==> config.mk <==
export PLATFORM = sky130hd
export DESIGN_NAME = fifo_rd_stream_flat
export DESIGN_NICKNAME = d
export VERILOG_FILES = /design/src/rtl/async_fifo_pkg.sv /design/src/rtl/fifo_rd_stream_if.sv /design/src/rtl/stream_buf2.sv /design/src/rtl/fifo_rd_stream.sv /design/src/flat_wrapper.sv
export SDC_FILE = /design/constraint.sdc
export NUM_CORES = 1
export LEC_CHECK = 0
export ABC_AREA = 1
export CAP_MARGIN = 20
export CORE_MARGIN = 2
export CORE_UTILIZATION = 39
export DETAILED_ROUTE_END_ITERATION = 8
export GPL_ROUTABILITY_DRIVEN = 0
export PLACE_DENSITY = 0.71
export SYNTH_ARGS = -nofsm -noshare
export SYNTH_HDL_FRONTEND = slang
export SYNTH_SLANG_ARGS = --single-unit
==> constraint.sdc <==
create_clock -name rd_clk -period 1.8 [get_ports rd_clk]
set_input_delay 0.18 -clock rd_clk [delete_from_list [all_inputs] [get_ports rd_clk]]
set_output_delay 0.18 -clock rd_clk [all_outputs]
set_load 0.005 [all_outputs]
==> src/rtl/async_fifo_pkg.sv <==
// Shared definitions for the async FIFO and its read-side drainer, so both
// sides agree on word width and the drainer's buffer occupancy encoding.
package async_fifo_pkg;

  localparam int FIFO_WIDTH = 8;
  localparam int FIFO_DEPTH = 16;

  typedef enum logic [1:0] {
    OCC_EMPTY = 2'd0,
    OCC_ONE   = 2'd1,
    OCC_TWO   = 2'd2
  } occ_t;

  // Beat counter width; a 1-beat packet still needs a 1-bit counter.
  function automatic int beat_cnt_w(input int pkt_len);
    return (pkt_len > 1) ? $clog2(pkt_len) : 1;
  endfunction

endpackage

==> src/rtl/fifo_rd_stream_if.sv <==
// FIFO read port plus valid/ready output stream of the drainer.
// The master side is the drainer; the slave side is FIFO + sink.
interface fifo_rd_stream_if
  import async_fifo_pkg::*;
#(
  parameter int WIDTH = FIFO_WIDTH
);

  logic             empty;
  logic [WIDTH-1:0] rd_data;
  logic             rd_en;
  logic             m_valid;
  logic             m_ready;
  logic [WIDTH-1:0] m_data;
  logic             m_last;
  logic [15:0]      pkt_count;

  modport master (
    input  empty, rd_data, m_ready,
    output rd_en, m_valid, m_data, m_last, pkt_count
  );

  modport slave (
    output empty, rd_data, m_ready,
    input  rd_en, m_valid, m_data, m_last, pkt_count
  );

endinterface

==> src/rtl/stream_buf2.sv <==
// Two-entry output buffer; head is the word currently offered downstream.
// A push lands at the first free slot after any same-cycle pop.
module stream_buf2
  import async_fifo_pkg::*;
#(
  parameter int WIDTH = FIFO_WIDTH
) (
  input  logic             rd_clk,
  input  logic             r_rst_n,
  input  logic             push,
  input  logic [WIDTH-1:0] push_data,
  input  logic             pop,
  output logic [WIDTH-1:0] head,
  output occ_t             occ
);

  logic [WIDTH-1:0] tail;

  always_ff @(posedge rd_clk or negedge r_rst_n) begin
    if (!r_rst_n) begin
      occ  <= OCC_EMPTY;
      head <= '0;
      tail <= '0;
    end else begin
      case (occ)
        OCC_EMPTY: begin
          if (push) begin
            head <= push_data;
            occ  <= OCC_ONE;
          end
        end
        OCC_ONE: begin
          if (push && pop) begin
            head <= push_data;
          end else if (push) begin
            tail <= push_data;
            occ  <= OCC_TWO;
          end else if (pop) begin
            occ <= OCC_EMPTY;
          end
        end
        OCC_TWO: begin
          // Pop shifts tail forward; a simultaneous push refills the tail.
          if (pop) begin
            head <= tail;
            if (push) tail <= push_data;
            else      occ  <= OCC_ONE;
          end
        end
        default: occ <= OCC_EMPTY;
      endcase
    end
  end

  overflow_a: assert property (@(posedge rd_clk) disable iff (!r_rst_n)
    !(push && !pop && occ == OCC_TWO));

endmodule

==> src/rtl/fifo_rd_stream.sv <==
// Read-side drainer: pulls words from the async FIFO into a 2-entry buffer
// and presents them as a packetized valid/ready stream.
module fifo_rd_stream
  import async_fifo_pkg::*;
#(
  parameter int WIDTH   = FIFO_WIDTH,
  parameter int PKT_LEN = 4
) (
  input  logic             rd_clk,
  input  logic             r_rst_n,
  fifo_rd_stream_if.master bus
);

  localparam int            BW        = beat_cnt_w(PKT_LEN);
  localparam logic [BW-1:0] LAST_BEAT = BW'(PKT_LEN - 1);

  occ_t             occ;
  logic [WIDTH-1:0] head;
  logic             inflight;
  logic             m_valid_i;
  logic             m_last_i;
  logic             pop;
  logic             rd_en_i;
  logic [2:0]       pending;
  logic [BW-1:0]    beat_cnt;
  logic [15:0]      pkt_count;

  assign m_valid_i = (occ != OCC_EMPTY);
  assign pop       = m_valid_i && bus.m_ready;

  // Words that will occupy the buffer after this edge; one more read may
  // issue only if a slot is still guaranteed when its data returns.
  assign pending = {1'b0, occ} + {2'b00, inflight} - {2'b00, pop};
  assign rd_en_i = r_rst_n && !bus.empty && (pending <= 3'd1);

  assign m_last_i = m_valid_i && (beat_cnt == LAST_BEAT);

  always_ff @(posedge rd_clk or negedge r_rst_n) begin
    if (!r_rst_n) begin
      inflight  <= 1'b0;
      beat_cnt  <= '0;
      pkt_count <= '0;
    end else begin
      inflight <= rd_en_i;
      if (pop) begin
        if (beat_cnt == LAST_BEAT) beat_cnt <= '0;
        else                       beat_cnt <= beat_cnt + 1'b1;
        if (m_last_i) pkt_count <= pkt_count + 16'd1;
      end
    end
  end

  stream_buf2 #(.WIDTH(WIDTH)) u_buf (
    .rd_clk    (rd_clk),
    .r_rst_n   (r_rst_n),
    .push      (inflight),
    .push_data (bus.rd_data),
    .pop       (pop),
    .head      (head),
    .occ       (occ)
  );

  assign bus.rd_en     = rd_en_i;
  assign bus.m_valid   = m_valid_i;
  assign bus.m_data    = head;
  assign bus.m_last    = m_last_i;
  assign bus.pkt_count = pkt_count;

endmodule

==> src/flat_wrapper.sv <==
// flat-port wrapper written by rule: the top's interface ports become plain ports
module fifo_rd_stream_flat import async_fifo_pkg::*;
#(
  parameter int WIDTH   = FIFO_WIDTH,
  parameter int PKT_LEN = 4
)
  (rd_clk, r_rst_n, bus_empty, bus_rd_data, bus_m_ready, bus_rd_en, bus_m_valid, bus_m_data, bus_m_last, bus_pkt_count);
  fifo_rd_stream_if #(.WIDTH(WIDTH)) bus_i ();
  input  logic rd_clk;
  input  logic r_rst_n;
  input wire logic [$bits(bus_i.empty)-1:0] bus_empty;
  input wire logic [$bits(bus_i.rd_data)-1:0] bus_rd_data;
  input wire logic [$bits(bus_i.m_ready)-1:0] bus_m_ready;
  output wire logic [$bits(bus_i.rd_en)-1:0] bus_rd_en;
  output wire logic [$bits(bus_i.m_valid)-1:0] bus_m_valid;
  output wire logic [$bits(bus_i.m_data)-1:0] bus_m_data;
  output wire logic [$bits(bus_i.m_last)-1:0] bus_m_last;
  output wire logic [$bits(bus_i.pkt_count)-1:0] bus_pkt_count;
  assign bus_i.empty = bus_empty;
  assign bus_i.rd_data = bus_rd_data;
  assign bus_i.m_ready = bus_m_ready;
  assign bus_rd_en = bus_i.rd_en;
  assign bus_m_valid = bus_i.m_valid;
  assign bus_m_data = bus_i.m_data;
  assign bus_m_last = bus_i.m_last;
  assign bus_pkt_count = bus_i.pkt_count;
  fifo_rd_stream #(.WIDTH(WIDTH), .PKT_LEN(PKT_LEN)) u_core (.rd_clk(rd_clk), .r_rst_n(r_rst_n), .bus(bus_i));
endmodule
Word level (Yosys, flattened, before mapping) --
Cells that the tools add are included.
Word-level totals: register bits after elaboration 37, latch bits 0, memory bits (writable) 0, bits in read-only memories 0, input port bits 12, output and inout port bits 27, word-level logic and storage cells 50, memories kept 0
Operators by class: add/subtract/negate cells 4, $mul 0, div/mod/pow operators 0, order comparisons 1, eq/ne operators 9, shift operators 0, mux-type cells 16, bitwise gates (word level) 0, reduce and logical (&&, ||, !) cells 14
Operator list (count):
- $mux W8 | 6
- $pmux W8 S3 | 1
- $add A16 B1 Y16 const B | 1
- $pmux W8 S2 | 1
- $mux W2 | 7
- $ne A2 B2 Y1 const B | 3
- $pmux W2 S3 | 1
- $logic_and A1 B1 Y1 | 5
- $reduce_and A5 Y1 | 1
- $eq A2 B2 Y1 const B | 2
- $ne A2 B1 Y1 const B | 2
- $reduce_and A4 Y1 | 1
- $reduce_bool A2 Y1 | 2
- $add A2 B1 Y3 | 1
- $le A3 B1 Y1 const B | 1
- $ne A3 B1 Y1 const B | 1
- $reduce_and A3 Y1 | 1
- $reduce_bool A3 Y1 | 1
- $sub A3 B1 Y3 | 1
- $add A2 B1 Y2 const B | 1
- $eq A2 B1 Y1 const B | 1
- $logic_not A2 Y1 | 1
- $reduce_and A2 Y1 | 1
- $logic_not A1 Y1 | 1

Logic depth before layout (Yosys ltp) --
depth after elaboration 6, depth in mapped cells 9, depth with buffers taken out 9

Hierarchy --
A second synthesis with hierarchy kept.
Unflattened totals: cells, all modules 247, area total of the unflattened synthesis 1985.7 µm²
By module, submodules not included:
- fifo_rd_stream | instances 1, cells each 137, area an instance 1107.3 µm², seq. area each 475.5 µm²
- stream_buf2 | instances 1, cells each 110, area an instance 878.3 µm², seq. area each 450.4 µm²

Least setup slack after synthesis --
Ideal clock, no wire load.
path type reg-to-output, from register u_core.u_buf.occ[1], to output port bus_rd_en, data arrival time 1.831 ns, data required time 1.620 ns, path slack -0.211 ns, stages on the path, launching flop included 10, buffers on the path 0, path through dfrtp_1 > inv_2 > nand2_2 > nand2_4 > xor2_1 > ha_1 > inv_1 > fa_1 > nand2_1 > nor3_1
On the way: word-level cells in the longest chain between the ends 5, elaborated cells on any way between the ends 6, those cells by class add/sub: 2; order compare: 1; reduce/logical: 3
RTL lines:
- start, declared | line stream_buf2.sv:14 | output occ_t occ
- start signal, assigned | line stream_buf2.sv:21 | occ <= OCC_EMPTY;
- start signal, assigned | line stream_buf2.sv:29 | occ <= OCC_ONE;
- start signal, assigned | line stream_buf2.sv:37 | occ <= OCC_TWO;
- $reduce_bool A2 Y1 | line fifo_rd_stream.sv:28 | assign m_valid_i = (occ != OCC_EMPTY);
- via bus_m_valid | line flat_wrapper.sv:15 | output wire logic [$bits(bus_i.m_valid)-1:0] bus_m_valid;
- $logic_and A1 B1 Y1 | line fifo_rd_stream.sv:29 | assign pop = m_valid_i && bus.m_ready;
- $sub A3 B1 Y3 | line fifo_rd_stream.sv:33 | assign pending = {1'b0, occ} + {2'b00, inflight} - {2'b00, pop};
- $le A3 B1 Y1 | line fifo_rd_stream.sv:34 | assign rd_en_i = r_rst_n && !bus.empty && (pending <= 3'd1);
- $logic_and A1 B1 Y1 | line fifo_rd_stream.sv:34
- end, declared | line flat_wrapper.sv:14 | output wire logic [$bits(bus_i.rd_en)-1:0] bus_rd_en;
The timed path passes the listed nets, and every way through them passes these cells.

Worst setup path after layout --
from register u_core.u_buf.occ[1], to output port bus_rd_en
On the way: word-level cells in the longest chain between the ends 5, elaborated cells on any way between the ends 6, those cells by class add/sub: 2; order compare: 1; reduce/logical: 3
RTL lines (line):
- parallel branches: the longest is 2 deep, another holds $add A2 B1 Y3
- $sub A3 B1 Y3 (*) | fifo_rd_stream.sv:33
- $le A3 B1 Y1 (*) | fifo_rd_stream.sv:34
- $logic_and A1 B1 Y1 (*) | fifo_rd_stream.sv:34
Mark *: on every way between the ends.

==> metrics <==
status finished, violations left; failing checks negative setup slack; core area 0.00475 mm²; mux cell area share after synthesis 0%; max-slew violations 0; cells after synthesis 238; Yosys top cell by area dfrtp_1; chip height 74.2 µm; setup_tns -0.494 ns; Hold Crit Depth 2; maximum vdd drop 0.859 mV; Post-Route WL 3.95 mm; count of cell types in the netlist 23; final setup margin -0.494 ns; Post-Syn Nets 254; final hold vios 0; RSZ-0062 raised after global routing true; Design Power 0.00337 W; Seq/Total Area, Yosys 48.1%; P_int 0.00219 W; Worst Path Arrival 2.11 ns; post-synthesis instance area 0.00192 mm²; Compound-Gate Fraction of Synth Area 7.61%; Post-Syn Area per Cell 8.08 µm²; share of cells above drive strength 1 15.9%; Max Clock Skew 0.00609 ns; Post-DP HPWL 2.92 mm; Hold Crit Class in2reg; DRC 0; post-route ant nets 0; dpl cell area 0.00249 mm²; post-synthesis simple-gate area fraction 29.6%; hold slack 0.465 ns; row cnt 25; number of global-route vias before repair 1594; part of the power in the clock network 18.8%; fillers 447; Post-Synth Adder-Cell Area 2.99%; port bufs 38; Max Cap Viol 0; Longest Clk Path Bufs 2; top-area cell type share of the netlist area 48.1%; Peak Freq 436 MHz; required time worst endpoint 1.62 ns; Worst Reg-to-Reg Cells 9; full die area 0.00551 mm²; register share of total power 37.3%; crit path time final 2.29 ns; Non-Filler Instances 368; Post-Synth XOR/XNOR Area 5.01%; period utilization 127%; CTS buffer count 5; Clock Latency Late Sink 0.29 ns; Max H-tree Level 2; post-route cell area 0.00264 mm²; Starting Density 40.4%; clock-pin slew on the worst setup and hold paths 0.07 ns; grt ovf 0; Max transition margin 68.9%; mean number of vias per cell 4.49; DRT Pass-1 Iters 4; largest net degree at the start of global routing 38; CTS Root Cell clkbuf_8; switching power 0.00118 W; Via Count 1652; Startpoint Class register; Pwr Density 1280 mW/mm²; Die Width 74.2 µm; Lkg Pwr 1.32 nW; initial antenna violation count 0; sw frac 35.0%; Total Routing Usage GR 16.8%; flops & latches, synth 37; area grow syn2layout 37.4%; CTS tree yes; Nets 316; Crit Path Category reg2out; Slew @ Worst Pin 0.467 ns; CP Max Fanout 2; # clock sinks 37; Starting DRT DRC Count 77; Logic pwr share 43.9%; crit path capture type primary output; first-pass GRT wire length 7.02 mm; IO Pins 39; final-report setup violation count 1; number of inserted diodes 0; Synth area leaders dfrtp_1 48%, nand2_1 17%, inv_1 5.7%; placed insts 357; post-DR wirelength/cell 10.7 µm; largest family of logic cells by synthesized area simple AND/OR/NAND/NOR gates; yosys warns 0
registers in the layout, indices dropped and copies added (netlist names):
name,cells
u_core.u_buf.head,8
u_core.u_buf.tail,8
u_core.bus.pkt_count,16
u_core.beat_cnt,2
u_core.u_buf.occ,2
u_core.inflight,1
repair_timing:
action                                  in CTS  in global routing
setup buffers                                0                  2
resized for setup                            7                  5
endpoints found under the hold margin       37                  0
pin swaps                                    2                  4
endpoints found under the setup margin       3                  3
hold buffers                                 1                  0
layout by cell type (no fill, tap or decap), drive strengths merged:
master and n:
nand3 9, nand4 2, o31ai 1, clkdlybuf4s50 36, o21a 1, xnor2 3, dfrtp 37, fa 1
o21ai 21, clkinv 1, nand2 93, xor2 8, o22ai 1, nor2 23, buf 20, nor3 3
clkbuf 7, inv 30, dlygate4sd3 1, ha 3
per-layer routing:
layer / vias to the layer above / wire, µm / global-route usage, %
met5: - / 0 / 0
met4: 0 / 75 / 7.74
met3: 7 / 190 / 4.34
met2: 44 / 1900 / 26.7
met1: 740 / 1780 / 21.5
li1: 861 / - / -
power groups by stage:
| stage | sequential (W) | clock, W | combinational [W] |
|---|---|---|---|
| floorplan | 0.00127 | 0 | 0.000720 |
| global placement | 0.00126 | 0 | 0.00139 |
| detailed placement | 0.00127 | 0 | 0.00142 |
| CTS | 0.00126 | 0.000653 | 0.00145 |
| global route | 0.00129 | 0.000685 | 0.00169 |
| finish | 0.00126 | 0.000634 | 0.00148 |
cell type report:
class,instances,area (µm²),share of cell area (%)
Clock buffer,7,96.3,3.65
Multi-Input combinational cell,169,902,34.1
Clock inverter,1,5.00,0.189
Timing Repair Buffer,57,515,19.5
Inverter,30,113,4.26
Sequential cell,37,927,35.1
Tap cell,67,83.8,3.17
cell families after synthesis:
kind of cell	after synthesis
AND/OR/NAND/NOR	130
flip-flops	37
buffers and inverters	32
AO/OA/AOI/OAI	24
XOR/XNOR	11
adder cells (fa/ha/maj)	4
final timing paths:
check | end | start | slack, ns
worst min-delay path | u_core.inflight$_DFF_PN0_ | bus_empty | 0.47
min in group asynchronous | u_core.bus.pkt_count[6]$_DFFE_PN0P_ | r_rst_n | 0.49
worst min register to register | u_core.u_buf.head[1]$_DFFE_PN0P_ | u_core.u_buf.head[1]$_DFFE_PN0P_ | 0.49
worst max register to register | u_core.inflight$_DFF_PN0_ | u_core.u_buf.occ[1]$_DFFE_PN0P_ | 0.03
max in group asynchronous | u_core.u_buf.occ[1]$_DFFE_PN0P_ | r_rst_n | 0.93
worst max-delay path | bus_rd_en | u_core.u_buf.occ[1]$_DFFE_PN0P_ | -0.49
stage by stage:
stage | setup WS (ns) | util (%)
after floorplan | -0.145 | -
after global placement | -0.765 | 52.4
after detailed placement | -0.764 | 52.4
after CTS | -0.526 | 55.1
after global routing | -0.611 | 55.6
final | -0.494 | 55.6
synthesized netlist by cell type:
| cell type | instances |
|---|---|
| nand2_4 | 3 |
| clkbuf_1 | 1 |
| inv_2 | 1 |
| nor2_2 | 1 |
| nor2_8 | 1 |
| fa_1 | 1 |
| o22ai_2 | 1 |
| xor2_1 | 8 |
| nor2_1 | 19 |
| o21ai_0 | 21 |
| dfrtp_1 | 37 |
| nand3_1 | 9 |
| nor3_1 | 3 |
| o31ai_4 | 1 |
| nand4_1 | 2 |
| inv_1 | 29 |
| xnor2_1 | 3 |
| nand2_1 | 88 |
| ha_1 | 3 |
| o21a_1 | 1 |
| nand2_2 | 2 |
| buf_6 | 1 |
| nor2_4 | 2 |
worst max-delay path: stages (launching register included):
cell     delay, ns
dfrtp_2       0.41
inv_2         0.08
nand2_4       0.05
nand2_4       0.06
xor2_2        0.16
ha_2          0.19
inv_2         0.03
fa_1          0.47
nand2_1       0.06
nor3_2        0.18
buf_2         0.14
No activity file was read; power rests on OpenSTA's default activity.
